### src/rtl/ptmch_multi.sv
// ptmch_multi: multi-channel serial pattern matcher, single clock domain.
//   CLK200M   : sole clock
//   RESET     : synchronous, active-high
//   SPI_CS/SPI_CLK/SPI_MOSI : write-only config link (mode 0, MSB first),
//               oversampled; frame = {EN,rsv[2:0],CH[3:0], pat, mask}
//   PTCLK/PTDAT : async serial stream shifted into a PAT_W-bit window
//   TRG_PLS   : per-channel trigger pulses, PLS_LEN cycles, retriggerable
//   TRG_ANY   : OR of TRG_PLS, registered in the same cycle
//   CFG_ERR   : one-cycle pulse when an SPI frame is rejected

// Per-channel config registers, match compare and pulse stretcher.
//   eval    : window was shifted last cycle and is full
//   wr*     : commit of a new en/pat/mask for this channel
//   pls_d   : next value of the pulse (feeds the shared TRG_ANY flop)
//   pls_q   : registered pulse output
module ptmch_ch #(
  parameter int PAT_W   = 32,
  parameter int PLS_LEN = 8
) (
  input  logic             clk,
  input  logic             rst,
  input  logic             eval,
  input  logic [PAT_W-1:0] window,
  input  logic             wr,
  input  logic             wr_en,
  input  logic [PAT_W-1:0] wr_pat,
  input  logic [PAT_W-1:0] wr_mask,
  output logic             pls_d,
  output logic             pls_q
);
  localparam int CNT_W = $clog2(PLS_LEN + 1);

  logic             en_q, en_d;
  logic [PAT_W-1:0] pat_q, pat_d, mask_q, mask_d;
  logic [CNT_W-1:0] cnt_q, cnt_d;
  logic             hit;

  always_comb begin
    en_d   = en_q;
    pat_d  = pat_q;
    mask_d = mask_q;
    if (wr) begin
      en_d   = wr_en;
      pat_d  = wr_pat;
      mask_d = wr_mask;
    end
    // compare uses the registered config, so a same-cycle commit only
    // affects later evaluations
    hit = eval && en_q && (((window ^ pat_q) & mask_q) == '0);
    // a hit reloads the counter, stretching an active pulse without a gap;
    // disabling the channel leaves a running count alone
    if (hit)               cnt_d = CNT_W'(PLS_LEN);
    else if (cnt_q != '0)  cnt_d = cnt_q - 1'b1;
    else                   cnt_d = '0;
    pls_d = (cnt_d != '0);
  end

  always_ff @(posedge clk) begin
    if (rst) begin
      en_q   <= 1'b0;
      pat_q  <= '0;
      mask_q <= '0;
      cnt_q  <= '0;
      pls_q  <= 1'b0;
    end else begin
      en_q   <= en_d;
      pat_q  <= pat_d;
      mask_q <= mask_d;
      cnt_q  <= cnt_d;
      pls_q  <= pls_d;
    end
  end
endmodule

module ptmch_multi #(
  parameter int NUM_CH   = 4,
  parameter int PAT_W    = 32,
  parameter int PLS_LEN  = 8,
  parameter int SYNC_STG = 2
) (
  input  logic              CLK200M,
  input  logic              RESET,
  input  logic              SPI_CS,
  input  logic              SPI_CLK,
  input  logic              SPI_MOSI,
  input  logic              PTCLK,
  input  logic              PTDAT,
  output logic [NUM_CH-1:0] TRG_PLS,
  output logic              TRG_ANY,
  output logic              CFG_ERR
);
  localparam int FRAME_W = 8 + 2 * PAT_W;
  localparam int BC_W    = $clog2(FRAME_W + 2);
  localparam int FL_W    = $clog2(PAT_W + 1);

  // ---------------- input synchronizers ----------------
  // bit order: {cs, sclk, mosi, ptclk, ptdat}; data and its clock share the
  // same stage so they stay aligned. The chain is not reset so that a high
  // level on a clock input never looks like an edge when reset releases.
  logic [4:0]                async_in;
  logic [SYNC_STG-1:0][4:0]  sync_q, sync_d;
  logic [2:0]                dly_q, dly_d;   // {cs, sclk, ptclk} delayed
  logic [4:0]                s;
  logic cs_s, sclk_s, mosi_s, ptclk_s, ptdat_s;
  logic pt_rise, sclk_rise, cs_rise, cs_fall;

  assign async_in = {SPI_CS, SPI_CLK, SPI_MOSI, PTCLK, PTDAT};
  assign s        = sync_q[SYNC_STG-1];
  assign {cs_s, sclk_s, mosi_s, ptclk_s, ptdat_s} = s;

  always_comb begin
    sync_d = {sync_q[SYNC_STG-2:0], async_in};
    dly_d  = {cs_s, sclk_s, ptclk_s};
  end

  always_ff @(posedge CLK200M) begin
    sync_q <= sync_d;
    dly_q  <= dly_d;
  end

  assign pt_rise   = ptclk_s & ~dly_q[0];
  assign sclk_rise = sclk_s  & ~dly_q[1];
  assign cs_rise   = cs_s    & ~dly_q[2];
  assign cs_fall   = ~cs_s   &  dly_q[2];

  // ---------------- stream window ----------------
  logic [PAT_W-1:0] window_q, window_d;
  logic [FL_W-1:0]  fill_q, fill_d;
  logic             eval_q, eval_d;     // window shifted last cycle
  logic             win_full;

  always_comb begin
    window_d = window_q;
    fill_d   = fill_q;
    eval_d   = pt_rise;
    if (pt_rise) begin
      window_d = {window_q[PAT_W-2:0], ptdat_s};
      if (fill_q != FL_W'(PAT_W)) fill_d = fill_q + 1'b1;
    end
  end

  assign win_full = (fill_q == FL_W'(PAT_W));

  // ---------------- SPI config frame ----------------
  logic [FRAME_W-1:0] shreg_q, shreg_d;
  logic [BC_W-1:0]    bcnt_q, bcnt_d;
  logic               cfg_err_q, cfg_err_d;
  logic               commit, frame_ok;
  logic [7:0]         hdr;
  logic [PAT_W-1:0]   frm_pat, frm_mask;

  assign hdr      = shreg_q[FRAME_W-1 -: 8];
  assign frm_pat  = shreg_q[2*PAT_W-1 -: PAT_W];
  assign frm_mask = shreg_q[PAT_W-1:0];
  assign frame_ok = (bcnt_q == BC_W'(FRAME_W)) &&
                    ({1'b0, hdr[3:0]} < 5'(NUM_CH)) &&
                    (hdr[6:4] == 3'b000);

  always_comb begin
    shreg_d   = shreg_q;
    bcnt_d    = bcnt_q;
    commit    = 1'b0;
    cfg_err_d = 1'b0;
    if (cs_fall) begin
      shreg_d = '0;
      bcnt_d  = '0;
    end else if (sclk_rise && !cs_s) begin
      shreg_d = {shreg_q[FRAME_W-2:0], mosi_s};
      // saturating one past a full frame keeps over-long frames rejectable
      if (bcnt_q != BC_W'(FRAME_W + 1)) bcnt_d = bcnt_q + 1'b1;
    end
    // an empty CS toggle is neither a commit nor an error
    if (cs_rise && (bcnt_q != '0)) begin
      if (frame_ok) commit    = 1'b1;
      else          cfg_err_d = 1'b1;
    end
  end

  // ---------------- channels ----------------
  logic [NUM_CH-1:0] pls_nxt;
  logic              trg_any_q, trg_any_d;

  for (genvar g = 0; g < NUM_CH; g++) begin : g_ch
    ptmch_ch #(.PAT_W(PAT_W), .PLS_LEN(PLS_LEN)) u_ch (
      .clk     (CLK200M),
      .rst     (RESET),
      .eval    (eval_q & win_full),
      .window  (window_q),
      .wr      (commit && (hdr[3:0] == 4'(g))),
      .wr_en   (hdr[7]),
      .wr_pat  (frm_pat),
      .wr_mask (frm_mask),
      .pls_d   (pls_nxt[g]),
      .pls_q   (TRG_PLS[g])
    );
  end

  assign trg_any_d = |pls_nxt;

  always_ff @(posedge CLK200M) begin
    if (RESET) begin
      window_q  <= '0;
      fill_q    <= '0;
      eval_q    <= 1'b0;
      shreg_q   <= '0;
      bcnt_q    <= '0;
      cfg_err_q <= 1'b0;
      trg_any_q <= 1'b0;
    end else begin
      window_q  <= window_d;
      fill_q    <= fill_d;
      eval_q    <= eval_d;
      shreg_q   <= shreg_d;
      bcnt_q    <= bcnt_d;
      cfg_err_q <= cfg_err_d;
      trg_any_q <= trg_any_d;
    end
  end

  assign TRG_ANY = trg_any_q;
  assign CFG_ERR = cfg_err_q;
endmodule

### config.mk
export PLATFORM = sky130hd
export DESIGN_NAME = ptmch_multi
export DESIGN_NICKNAME = d
export VERILOG_FILES = /design/src/rtl/ptmch_multi.sv
export SDC_FILE = /design/constraint.sdc
export NUM_CORES = 1
export LEC_CHECK = 0
export BUFFER_PORTS_ARGS = -buffer_cell sky130_fd_sc_hd__buf_4
export CORE_ASPECT_RATIO = 1.1
export CORE_MARGIN = 2
export CORE_UTILIZATION = 63
export DETAILED_ROUTE_END_ITERATION = 16
export PLACE_DENSITY = 0.79
export RECOVER_POWER = 100
export REMOVE_ABC_BUFFERS = 1
export SYNTH_ARGS = -nofsm -noshare
export SYNTH_HDL_FRONTEND = slang
export SYNTH_SLANG_ARGS = --single-unit
### constraint.sdc
create_clock -name CLK200M -period 2.83 [get_ports CLK200M]
set_input_delay 0.1415 -clock CLK200M [delete_from_list [all_inputs] [get_ports CLK200M]]
set_output_delay 0.1415 -clock CLK200M [all_outputs]
set_load 0.005 [all_outputs]
After elaboration in Yosys (flattened, before gate mapping)
Cells that the tools add are included.
Storage, ports and cells
  register bits: 413
Operators by class
  eq/ne operators: 7
  bitwise gates (word level): 18
  mux-type cells: 11
  magnitude comparators: 1
  reduce and logical (&&, ||, !) cells: 37
  add/sub/neg operators: 6
Operators with widths (number)
  $and A32 B32 Y32: 4
  $logic_not A32 Y1: 4
  $xor A32 B32 Y32: 4
  $mux W4: 8
  $reduce_bool A4 Y1: 8
  $logic_and A1 B1 Y1: 16
  $sub A4 B1 Y4 const B: 4
  $eq A4 B2 Y1 const B: 2
  $add A7 B1 Y7 const B: 1
  $eq A7 B7 Y1 const B: 1
  $ne A7 B7 Y1 const B: 1
  $reduce_bool A7 Y1: 1
  $add A6 B1 Y6 const B: 1
  $eq A6 B6 Y1 const B: 1
  $ne A6 B6 Y1 const B: 1
  $and A1 B1 Y1: 5
  $not A1 Y1: 5
  $eq A4 B1 Y1 const B: 1
  $logic_not A4 Y1: 1
  $lt A4 B3 Y1 const B: 1
  $reduce_and A2 Y1: 2
  $reduce_or A2 Y1: 2
  $reduce_or A4 Y1: 1
  $logic_not A3 Y1: 1
  2 further kinds: 4

Depth between registers and ports, before layout
Gate-level depths: netlist (run 1).
  depth in word-level cells: 7
  mapped depth: 9
  depth with buffers taken out: 7

Modules after synthesis
Synthesis (run 1) repeated with hierarchy kept, for this count alone.
Unflattened totals
  cell total of the unflattened synthesis: 1754
  area total of the unflattened synthesis: 16457.0 um^2
Modules (own cells, without submodules)
  ptmch_ch: instances 4, cells an instance 295, area each 2937.8 um^2
  ptmch_multi: instances 1, cells an instance 574, area each 4705.8 um^2

Least setup slack after synthesis (run 1)
Ideal clock, no wire load.
  path kind: register -> register
  start: register shreg_q[70]
  end: register g_ch[3].u_ch.mask_q[0]
  arrival: 1965 ps
  buffers on the path: 2
  stages on the path, launching flop included: 9
  setup slack: 732 ps
  clock period less this slack: 2098 ps
  setup time: 132 ps
  path through: dfxtp_1 -> or4_1 -> or3_4 -> nor3_2 -> nand3_1 -> clkbuf_1 -> clkbuf_1 -> nand2_1 -> a21oi_1
Between the ends
  longest elaborated chain between the ends: 5
Ends and longest elaborated chain
  start, declared: RTL line 145  | logic [FRAME_W-1:0] shreg_q, shreg_d;
  start signal, assigned: RTL line 213  | shreg_q <= shreg_d;
  $logic_not A3 Y1: RTL line 157  | (hdr[6:4] == 3'b000);
  $logic_and A1 B1 Y1: RTL line 156  | ({1'b0, hdr[3:0]} < 5'(NUM_CH)) &&
  $mux W1: RTL line 174  | if (frame_ok) commit = 1'b1;
  $mux W1: RTL line 173  | if (cs_rise && (bcnt_q != '0)) begin
  $logic_and A1 B1 Y1: RTL line 189  | .wr (commit && (hdr[3:0] == 4'(g))),
  end signal, assigned: RTL line 68  | mask_q <= mask_d;
  end, declared: RTL line 34  | logic [PAT_W-1:0] pat_q, pat_d, mask_q, mask_d;
Every way passes these cells.
A chain may end at the register's enable or synchronous reset.

Final worst setup path (run 1)
  start: register shreg_q[70]
  end: register g_ch[1].u_ch.mask_q[6]
Between the ends
  longest elaborated chain between the ends: 5
Ends and longest elaborated chain (RTL line)
  $logic_not A3 Y1: 157
  $logic_and A1 B1 Y1: 156
  $mux W1: 174
  $mux W1: 173
  $logic_and A1 B1 Y1: 189
  end signal, assigned: 68
  end, declared: 34
Every way passes these cells.

==> qor.csv, run 1 <==
stage;metric;value;unit
placed_design;pre_cts_ws;371;ps
sta;hold_viol_final;0;
detailed_routing;wl_per_cell;18.2;um
synthesis;synth-edff-count;0;
cts;cts_hold_buf;5;
synthesis;synthTopCellsByArea;dfxtp_1, nand2_1, a21oi_1;
synthesis;synthFlopType;dfxtp_1;
sta;setup_tns;0;ps
die;initial_utilization;64.5;%
cts;clock_path_buffers;3;
detailed_routing;antenna_left;0;
die;pin_count;13;
synthesis;synthArstFlopShare;0;%
detailed_routing;via_count;13700;
sta;max_freq;384;MHz
cts;ctsResizeCount;0;
cts;cts_setup_buffers;0;
sta;slew-limit-headroom;0.591;%
worst_setup_path;reg2reg_from;shreg_q[70];
cts;clock_sinks;413;
die;die-height;173;um
placed_design;gp_congestion;0.840;
worst_setup_path;crit_type;reg -> reg;
detailed_routing;firstDrtPassIters;6;
worst_hold_path;holdPathStages;2;
worst_setup_path;path_cells;or4_1 > or3_1 > nor3_2 > nand3b_1 > clkbuf_4 > nand2_1 > a21oi_1;
detailed_routing;highest_layer;met4;
worst_setup_path;r2r_slack;230;ps
worst_setup_path;setup.worst_path.start_class;flip-flop;
synthesis;ys_seq_elements;413;
worst_setup_path;crit_buf_inv;1;
synthesis;synth.avg_cell_area;8.03;sq um
placed_design;hpwlAfterDp;26200;um
cts;insertion_delay;530;ps
sta;clock-skew-final;9.86;ps
detailed_routing;routed_wl;42700;um
die;num_rows;61;
worst_setup_path;end_kind;flip-flop;
detailed_routing;vias_per_cell;5.83;
synthesis;ys_seq_area_share;50.4;%
die;dieArea;27300;sq um
synthesis;synth_top_area_share;50.4;%
worst_hold_path;worstHoldStart;RESET;
grt;grt_overflow_total;0;
detailed_routing;wl_met2;20400;um
die;core_area;25400;sq um
power;irDropWorstVdd;0.479;mV
sta;setup_viol;0;
layout;area.growth.synth_to_final;8.95;%
sta;period_share;92.0;%
sta;hold_ws;7.94;ps
cts;cts-root-buf;clkbuf_16;
synthesis;synth_cells;2042;
worst_setup_path;slowest_stage;clkbuf_4;
grt;grt_use_total;31.3;%
layout;fin_util;70.3;%
cts;htree_levels;2;
sta;worst_pin_slew;1490;ps
run_status;failed_checks;max-capacitance violations;
layout;multiInputGateArea;7290;sq um
worst_setup_path;worstPathRequired;3220;ps
layout;drive_above_1_share;5.70;%
grt;grt_first_pass_wirelength;68200;um
worst_hold_path;hold_end;g_ch[0].u_ch.mask_q[13];
worst_setup_path;crit_family;simple AND/OR/NAND/NOR gates;
die;die_w;158;um
layout;register_area;8270;sq um
power;p_total;12400;uW
layout;nets;1984;
worst_setup_path;worst-path-max-fanout;65;
detailed_routing;route.detailed.drc;0;
sta;rsz0062_at_grt;false;
grt;grt_antenna_before_repair;1;
worst_setup_path;cp.arrival;2990;ps
run_status;status;complete, but fails checks;
cts;clk_pin_slew;60;ps
detailed_routing;wl_met1;16900;um
worst_setup_path;reg2regPathDepth;7;
synthesis;yosysUniqueCellTypes;46;
grt;grt_max_degree;128;
synthesis;syn_area;16400;sq um
sta;fin_ws;226;ps
layout;n_fill_cell;2013;
placed_design;port_buffers;12;
power;powerDensity;692;nW/um^2
cts;cts_made_buffers;40;
worst_setup_path;r2r_end;g_ch[1].u_ch.mask_q[6];
cts;cts_tree;done;
sta;fin_crit;2600;ps
flow_run;drv.max_cap_violation_count;2;
synthesis;ys.warnings.count;0;
detailed_routing;drt_iter0_drc;1303;
detailed_routing;route.met3.wl;3590;um
worst_setup_path;slowest_delay;520;ps
sta;slew_viol_final;0;
worst_hold_path;hold_path_class;in -> reg;
synthesis;synth_top_area_cell;dfxtp_1;
grt;first_global_vias;12900;
power;p_leak;0.00665;uW
==> cells in the mapped netlist (all sizes together) (3+ instances only) <==
| master | count |
|---|---|
| clkbuf | 121 |
| xor2 | 134 |
| or3 | 7 |
| a22o | 10 |
| nand3 | 10 |
| inv | 14 |
| a31oi | 5 |
| nor3 | 6 |
| and3 | 5 |
| xnor2 | 4 |
| nor2 | 23 |
| a22oi | 37 |
| dfxtp | 413 |
| nand4 | 12 |
| nand2b | 8 |
| ha | 9 |
| buf | 41 |
| a21oi | 376 |
| and3b | 4 |
| nand2 | 750 |
| a221oi | 11 |
| nor2b | 3 |
| a222oi | 3 |
| and4 | 6 |
| nor4bb | 8 |
| o21ai | 3 |
==> layout by cell type (no fill, tap or decap), types with 11 or more instances in the layout <==
master,netlist,routed
a221oi_1,11,11
nand4_1,12,12
a21oi_1,376,376
a22oi_1,37,37
xor2_1,134,134
buf_4,8,15
dfxtp_1,413,413
nor2_1,23,23
inv_1,14,14
clkbuf_1,121,11
nand2_1,750,749
clkbuf_16,0,41
==> routing by layer <==
| layer | global-route usage (%) | vias to the layer above |
|---|---|---|
| met5 | 0 | - |
| met4 | 13.0 | 0 |
| met3 | 5.36 | 126 |
| met2 | 50.3 | 583 |
| met1 | 41.6 | 6450 |
| li1 | - | 6529 |
==> power by group <==
part / total (uW) / leakage (uW) / switching, uW / internal (uW)
Combinational: 788 / 0.00264 / 459 / 329
Sequential: 6020 / 0.00333 / 83.5 / 5940
Clock: 5550 / 0.000679 / 2250 / 3300
==> stage by stage <==
step | instance area [sq um] | std cells
final | 17900 | 2346
after global routing | 17900 | 2345
after CTS | 17900 | 2345
after detailed placement | 16500 | 2267
after global placement | 16500 | 2267
after floorplan | 15600 | 1880
==> sequential cells by signal (all words and copies together), names as in the netlist <==
name	cells
shreg_q	72
dly_q	3
g_ch.u_ch.pls_q	4
fill_q	6
s	5
CFG_ERR	1
g_ch.u_ch.mask_q	128
g_ch.u_ch.pat_q	128
g_ch.u_ch.cnt_q	16
sync_d	5
TRG_ANY	1
g_ch.u_ch.en_q	4
eval_q	1
bcnt_q	7
window_q	32
==> logic make-up (layout without fill, tap and decap cells) <==
family,Yosys count,in the layout,synth area share [%]
simple gates,853,853,21.2
compound gates,450,450,15.0
flops,413,413,50.4
buf+inv,176,133,5.16
xor+xnor,138,138,7.37
fa+ha+maj,10,10,0.748
mux,2,2,0.122
other cells,0,1,0
==> worst max path at each step <==
stage | startpoint | endpoint | slack [ps] | cells past startpoint
after floorplan | shreg_q[70] | g_ch[3].u_ch.en_q | -110 | 6
after global placement | shreg_q[70] | g_ch[3].u_ch.mask_q[12] | 460 | 7
after detailed placement | shreg_q[70] | g_ch[3].u_ch.mask_q[12] | 370 | 7
after CTS | shreg_q[70] | g_ch[3].u_ch.mask_q[14] | 290 | 7
after global routing | shreg_q[70] | g_ch[1].u_ch.mask_q[6] | 70 | 7
final | shreg_q[70] | g_ch[1].u_ch.mask_q[6] | 230 | 7
==> area by class of cell <==
| type | instances | area share [%] |
|---|---|---|
| diodes | 1 | 0.0140 |
| clock buffers | 58 | 6.66 |
| clock inverters | 15 | 1.07 |
| inverters | 14 | 0.294 |
| multi-input cells | 1453 | 40.8 |
| flip-flops and latches | 413 | 46.3 |
| well taps | 346 | 2.42 |
| repair buffers | 46 | 2.45 |
(Power assumes the default switching activity.)
==> run 2, diff against run 1 <==
- CAP_MARGIN: not set -> 20
- CORE_ASPECT_RATIO: 1.1 -> not set
==> run 2 against run 1 <==
The flow finishes with violations (max-capacitance violations, max-slew violations). Core utilization fell by 1.4 points. Hold slack improved by 21 ps. Critical path depth did not move. Non-clock buffer count did not move. Design area is 0.40% lower. Sequential share of layout area rose by 0.19 points. Clock skew up 2.3 ps. Clock power decreased by 3.6%. Die area about the same. Maximum frequency rose by 0.81%. Via count up 0.52%. Count of clock-buffer cells in the layout decreased by 8. Critical path type unchanged.
==> qor.csv, run 2 (synthesis results as in run 1) <==
stage;metric;value;unit
cts;cts-root-buf;clkbuf_16;
sta;hold_ws;28.8;ps
detailed_routing;vias_per_cell;5.90;
die;pin_count;13;
detailed_routing;drt_iter0_drc;1351;
run_status;failed_checks;max-capacitance violations, max-slew violations;
grt;grt_use_total;31.0;%
layout;drive_above_1_share;5.81;%
worst_setup_path;path_cells;or4_1 > or3_1 > nor3_2 > nand3b_1 > clkbuf_4 > nand2_1 > a21oi_1;
power;swShare;22.8;%
die;dieArea;27300;sq um
cts;insertion_delay;520;ps
placed_design;gp_congestion;0.891;
sta;slew-limit-headroom;-3.60;%
sta;max_freq;387;MHz
detailed_routing;firstDrtPassIters;6;
placed_design;port_buffers;12;
worst_setup_path;slowest_stage;clkbuf_4;
die;die-height;165;um
flow_run;drv.max_cap_violation_count;1;
cts;clock_path_buffers;3;
power;p_sw;2770;uW
detailed_routing;antenna_left;0;
layout;multiInputGateArea;7290;sq um
die;core_area;25800;sq um
worst_setup_path;cp.arrival;2970;ps
sta;setup_tns;0;ps
sta;fin_ws;247;ps
die;initial_utilization;63.5;%
placed_design;pre_cts_ws;467;ps
placed_design;place_inst;2256;
cts;cts_made_buffers;41;
power;p_leak;0.00662;uW
die;num_rows;59;
sta;hold_viol_final;0;
power;powerDensity;683;nW/um^2
layout;reg_top3;g_ch.u_ch.mask_q x128, g_ch.u_ch.pat_q x128, shreg_q x72;
die;die_w;165;um
worst_setup_path;end_kind;flip-flop;
sta;clock-skew-final;12.2;ps
placed_design;hpwlAfterDp;26200;um
worst_setup_path;worst-path-max-fanout;65;
sta;period_share;91.3;%
cts;htree_levels;2;
worst_setup_path;crit_family;simple AND/OR/NAND/NOR gates;
grt;grt_max_degree;120;
detailed_routing;routed_wl;42900;um
cts;cts_tree;done;
worst_setup_path;worstPathRequired;3220;ps
layout;fin_cells;2331;
grt;first_global_vias;12500;
detailed_routing;wl_per_cell;18.4;um
run_status;status;complete, but fails checks;
cts;clk_pin_slew;60;ps
layout;area.growth.synth_to_final;8.52;%
grt;grt_antenna_before_repair;1;
layout;register_area;8270;sq um
worst_setup_path;crit_buf_inv;1;
worst_setup_path;setup.worst_path.start_class;flip-flop;
sta;slew_viol_final;62;
worst_hold_path;hold_path_class;in -> reg;
layout;final_common_cell;nand2_1;
sta;worst_pin_slew;1550;ps
sta;fin_crit;2580;ps
power;p_int;9380;uW
detailed_routing;route.detailed.drc;0;
grt;grt_first_pass_wirelength;66300;um
power;p_total;12200;uW
layout;n_antenna_cell;0;
layout;final_cell_mix;nand2_1, dfxtp_1, a21oi_1;
layout;n_fill_cell;2049;
grt;grt_overflow_total;0;
sta;rsz0062_at_grt;false;
power;irDropWorstVdd;0.547;mV
detailed_routing;via_count;13800;
layout;nets;1985;
cts;ctsResizeCount;0;
worst_setup_path;crit_type;reg -> reg;
power;p_clk_share;44.0;%
power;p_seq_share;49.6;%
worst_setup_path;slowest_delay;520;ps
cts;clock_sinks;413;
sta;setup_viol;0;
power;p_comb_share;6.4;%
-- run 2: changes by cell type in the layout (fill, tap and decap cells not counted), moves of 2 or more --
cell / change
clkbuf_4: +3
clkbuf_1: -3
inv_6: -2
buf_6: -2
clkinv_2: +4
clkinv_4: +2
clkbuf_8: -7
-- run 2: layout make-up --
type	instances	share of cell area, %
Clock buffer	50	6.13
Clock inverter	20	1.23
Multi-Input combinational cell	1453	41.0
Inverter	14	0.295
Tap cell	335	2.36
Sequential cell	413	46.5
Timing Repair Buffer	46	2.52
-- run 2: worst reg2reg max path, delay by kind of cell, from the launching register on --
kind	cells	cell delay (ps)
AND/OR/NAND/NOR	5	1520
buffers and inverters	1	520
AO/OA/AOI/OAI	1	90
flip-flops	1	320
-- run 2: power groups by stage --
stage / combinational [uW] / clock [uW] / sequential [uW]
finish: 776 / 5350 / 6020
global route: 872 / 5600 / 6040
CTS: 789 / 5380 / 6030
detailed placement: 778 / 0 / 6160
global placement: 750 / 0 / 6150
floorplan: 500 / 0 / 6140
-- run 2: layer usage --
metal	part of all wire, %	vias up	global-route usage (%)	routed length (um)
met1	41	6563	41.7	17600
li1	-	6518	-	-
met3	8.4	101	4.82	3600
met4	3.3	2	10.5	1400
met2	47	575	51.3	20300
met5	0.030	-	0	13
-- run 2: timing repair --
| action | in CTS | in global routing |
|---|---|---|
| hold buffers | 5 | 0 |
| setup buffers | 0 | 0 |
| hold endpoints to repair | 5 | 0 |
-- run 2: final timing paths --
| check | from | endpoint | slack (ps) | cells past startpoint |
|---|---|---|---|---|
| max | shreg_q[70] | g_ch[1].u_ch.pat_q[30] | 250 | 7 |
| min | RESET | g_ch[0].u_ch.pat_q[14] | 30 | 2 |
| max reg2reg | shreg_q[70] | g_ch[1].u_ch.pat_q[30] | 250 | 7 |
| min reg2reg | sync_d[9] | s[4] | 330 | 0 |
-- run 2: metrics by stage --
stage	area [sq um]	util (%)
floorplan	15600	-
global placement	16500	63.7
detailed placement	16500	63.7
CTS	17800	69.0
global route	17800	68.9
finish	17800	68.9
==> run 3, diff against run 2 <==
- BUFFER_PORTS_ARGS: -buffer_cell sky130_fd_sc_hd__buf_4 -> not set
- DONT_BUFFER_PORTS: not set -> 1
==> run 3 against run 2 <==
The run ends with negative hold slack, negative setup slack left. Design area grew 11%. Worst setup slack lost 380 ps. Core utilization grew 7.3 points. Clock skew grew 7.7 ps. First-iteration DRC count grew 41%. Via count grew 8.0%. Global-route usage grew 2.0 points. Clock power grew 2%. Non-clock buffer count grew 154. Final cell count grew 6.8%. Critical path depth grew 2. Flip-flop and latch count is the same. Critical endpoint is now g_ch[2].u_ch.mask_q[26].
==> qor.csv, run 3 (synthesis results as in run 1) <==
stage;metric;value;unit
run_status;status;complete, but fails checks;
run_status;failed_checks;negative hold slack, negative setup slack;
worst_setup_path;worstPathRequired;3250;ps
sta;setup_viol;51;
placed_design;gp_congestion;0.856;
detailed_routing;firstDrtPassIters;6;
cts;cts_made_buffers;41;
sta;rsz0062_at_grt;true;
placed_design;port_buffers;0;
detailed_routing;drt_iter0_drc;1906;
detailed_routing;vias_per_cell;5.97;
detailed_routing;routed_wl;50200;um
sta;period_share;105;%
power;p_total;12400;uW
worst_setup_path;r2r_end;g_ch[2].u_ch.mask_q[26];
grt;first_global_vias;13700;
worst_setup_path;r2r_slack;-130;ps
worst_setup_path;cp.arrival;3380;ps
cts;clock_sinks;413;
sta;setup_tns;-3680;ps
layout;final_common_cell;nand2_1;
placed_design;hpwlAfterDp;25600;um
worst_setup_path;setup.worst_path.start_class;flip-flop;
layout;n_fill_cell;1730;
cts;cts_tree;done;
worst_setup_path;crit_type;reg -> reg;
sta;fin_crit;2960;ps
worst_setup_path;crit_end;g_ch[2].u_ch.mask_q[26];
power;irDropWorstVdd;0.599;mV
die;die_w;165;um
power;powerDensity;629;nW/um^2
worst_setup_path;end_kind;flip-flop;
layout;drive_above_1_share;6.64;%
sta;worst_pin_slew;1380;ps
cts;insertion_delay;540;ps
worst_setup_path;reg2reg_from;shreg_q[70];
cts;clk_pin_slew;60;ps
die;num_rows;59;
die;core_area;25800;sq um
worst_setup_path;slowest_stage;dlygate4sd3_1;
grt;grt_use_total;33.0;%
worst_setup_path;reg2regPathDepth;9;
worst_setup_path;crit_family;simple AND/OR/NAND/NOR gates;
sta;slew_viol_final;0;
layout;area.growth.synth_to_final;20.0;%
sta;max_freq;337;MHz
grt;grt_first_pass_wirelength;70700;um
detailed_routing;antenna_left;0;
sta;slew-limit-headroom;8.13;%
cts;clock_path_buffers;3;
power;p_leak;0.00781;uW
sta;clock-skew-final;19.8;ps
die;dieArea;27300;sq um
cts;cts-root-buf;clkbuf_16;
worst_hold_path;hold_path_class;in -> reg;
layout;reg_top3;g_ch.u_ch.mask_q x128, g_ch.u_ch.pat_q x128, shreg_q x72;
cts;htree_levels;2;
layout;final_cell_mix;nand2_1, dfxtp_1, a21oi_1;
worst_setup_path;crit_start;shreg_q[70];
sta;hold_viol_final;80;
die;pin_count;13;
die;initial_utilization;63.5;%
detailed_routing;route.detailed.drc;0;
worst_setup_path;worst-path-max-fanout;49;
grt;grt_max_degree;323;
worst_setup_path;crit_buf_inv;3;
detailed_routing;via_count;14900;
grt;grt_antenna_before_repair;0;
worst_setup_path;cp.depth;9;
die;die-height;165;um
layout;nets;2139;
worst_setup_path;path_cells;or4_1 > or3_4 > nor4_4 > buf_4 > nand2_2 > buf_12 > nand2_1 > a21oi_1 > dlygate4sd3_1;
detailed_routing;wl_per_cell;20.2;um
grt;grt_overflow_total;0;
flow_run;drv.max_cap_violation_count;0;
sta;fin_ws;-134;ps
sta;hold_ws;-277;ps
worst_setup_path;slowest_delay;600;ps
layout;n_antenna_cell;0;
[run 3: through the flow]
step                setup WS [ps]  cells  instance area, sq um  util (%)  hold slack (ps)
floorplan                    -111   1880                 15600         -              169
global placement              563   2243                 16400      63.3              169
detailed placement            479   2243                 16400      63.3              169
CTS                          16.6   2459                 19100      74.0             -294
global route                 -158   2489                 19700      76.2             -315
finish                       -134   2489                 19700      76.2             -277
[run 3: area by class of cell]
cell class              count  area [sq um]  area share, %
inverters                  14          52.6          0.267
clock inverters            10           111          0.566
clock buffers              64          1240           6.31
repair buffers            200          2210           11.2
multi-input cells        1453          7370           37.5
flip-flops and latches    413          8270           42.0
well taps                 335           419           2.13
[run 3: layer usage]
layer / up-vias / global-route usage [%] / share of wire, %
met1: 7007 / 42.4 / 38
met2: 819 / 55.0 / 46
met3: 191 / 5.32 / 10
met5: - / 0 / 0
li1: 6846 / - / -
met4: 0 / 14.9 / 6.3
[run 3: worst min path at each step]
| stage | startpoint | cells past startpoint | to | slack (ps) |
|---|---|---|---|---|
| global route | RESET | 1 | g_ch[1].u_ch.mask_q[18] | -320 |
| CTS | RESET | 1 | g_ch[1].u_ch.pat_q[13] | -290 |
| global placement | SPI_MOSI | 0 | sync_d[7] | 170 |
| floorplan | PTDAT | 0 | sync_d[5] | 170 |
| detailed placement | SPI_CS | 0 | sync_d[9] | 170 |
| finish | RESET | 1 | g_ch[1].u_ch.mask_q[18] | -280 |
[run 3: report_power, final]
part | switching, uW | total, uW | internal, uW
Clock | 2260 | 5460 | 3200
Sequential | 91.4 | 6030 | 5940
Combinational | 414 | 869 | 455
Total | 2760 | 12400 | 9600
[run 3: repair_timing]
item,in CTS,in global routing
endpoints found under the setup margin,0,89
setup buffers,0,11
hold buffers,142,13
resized for setup,0,35
hold endpoints to repair,326,191
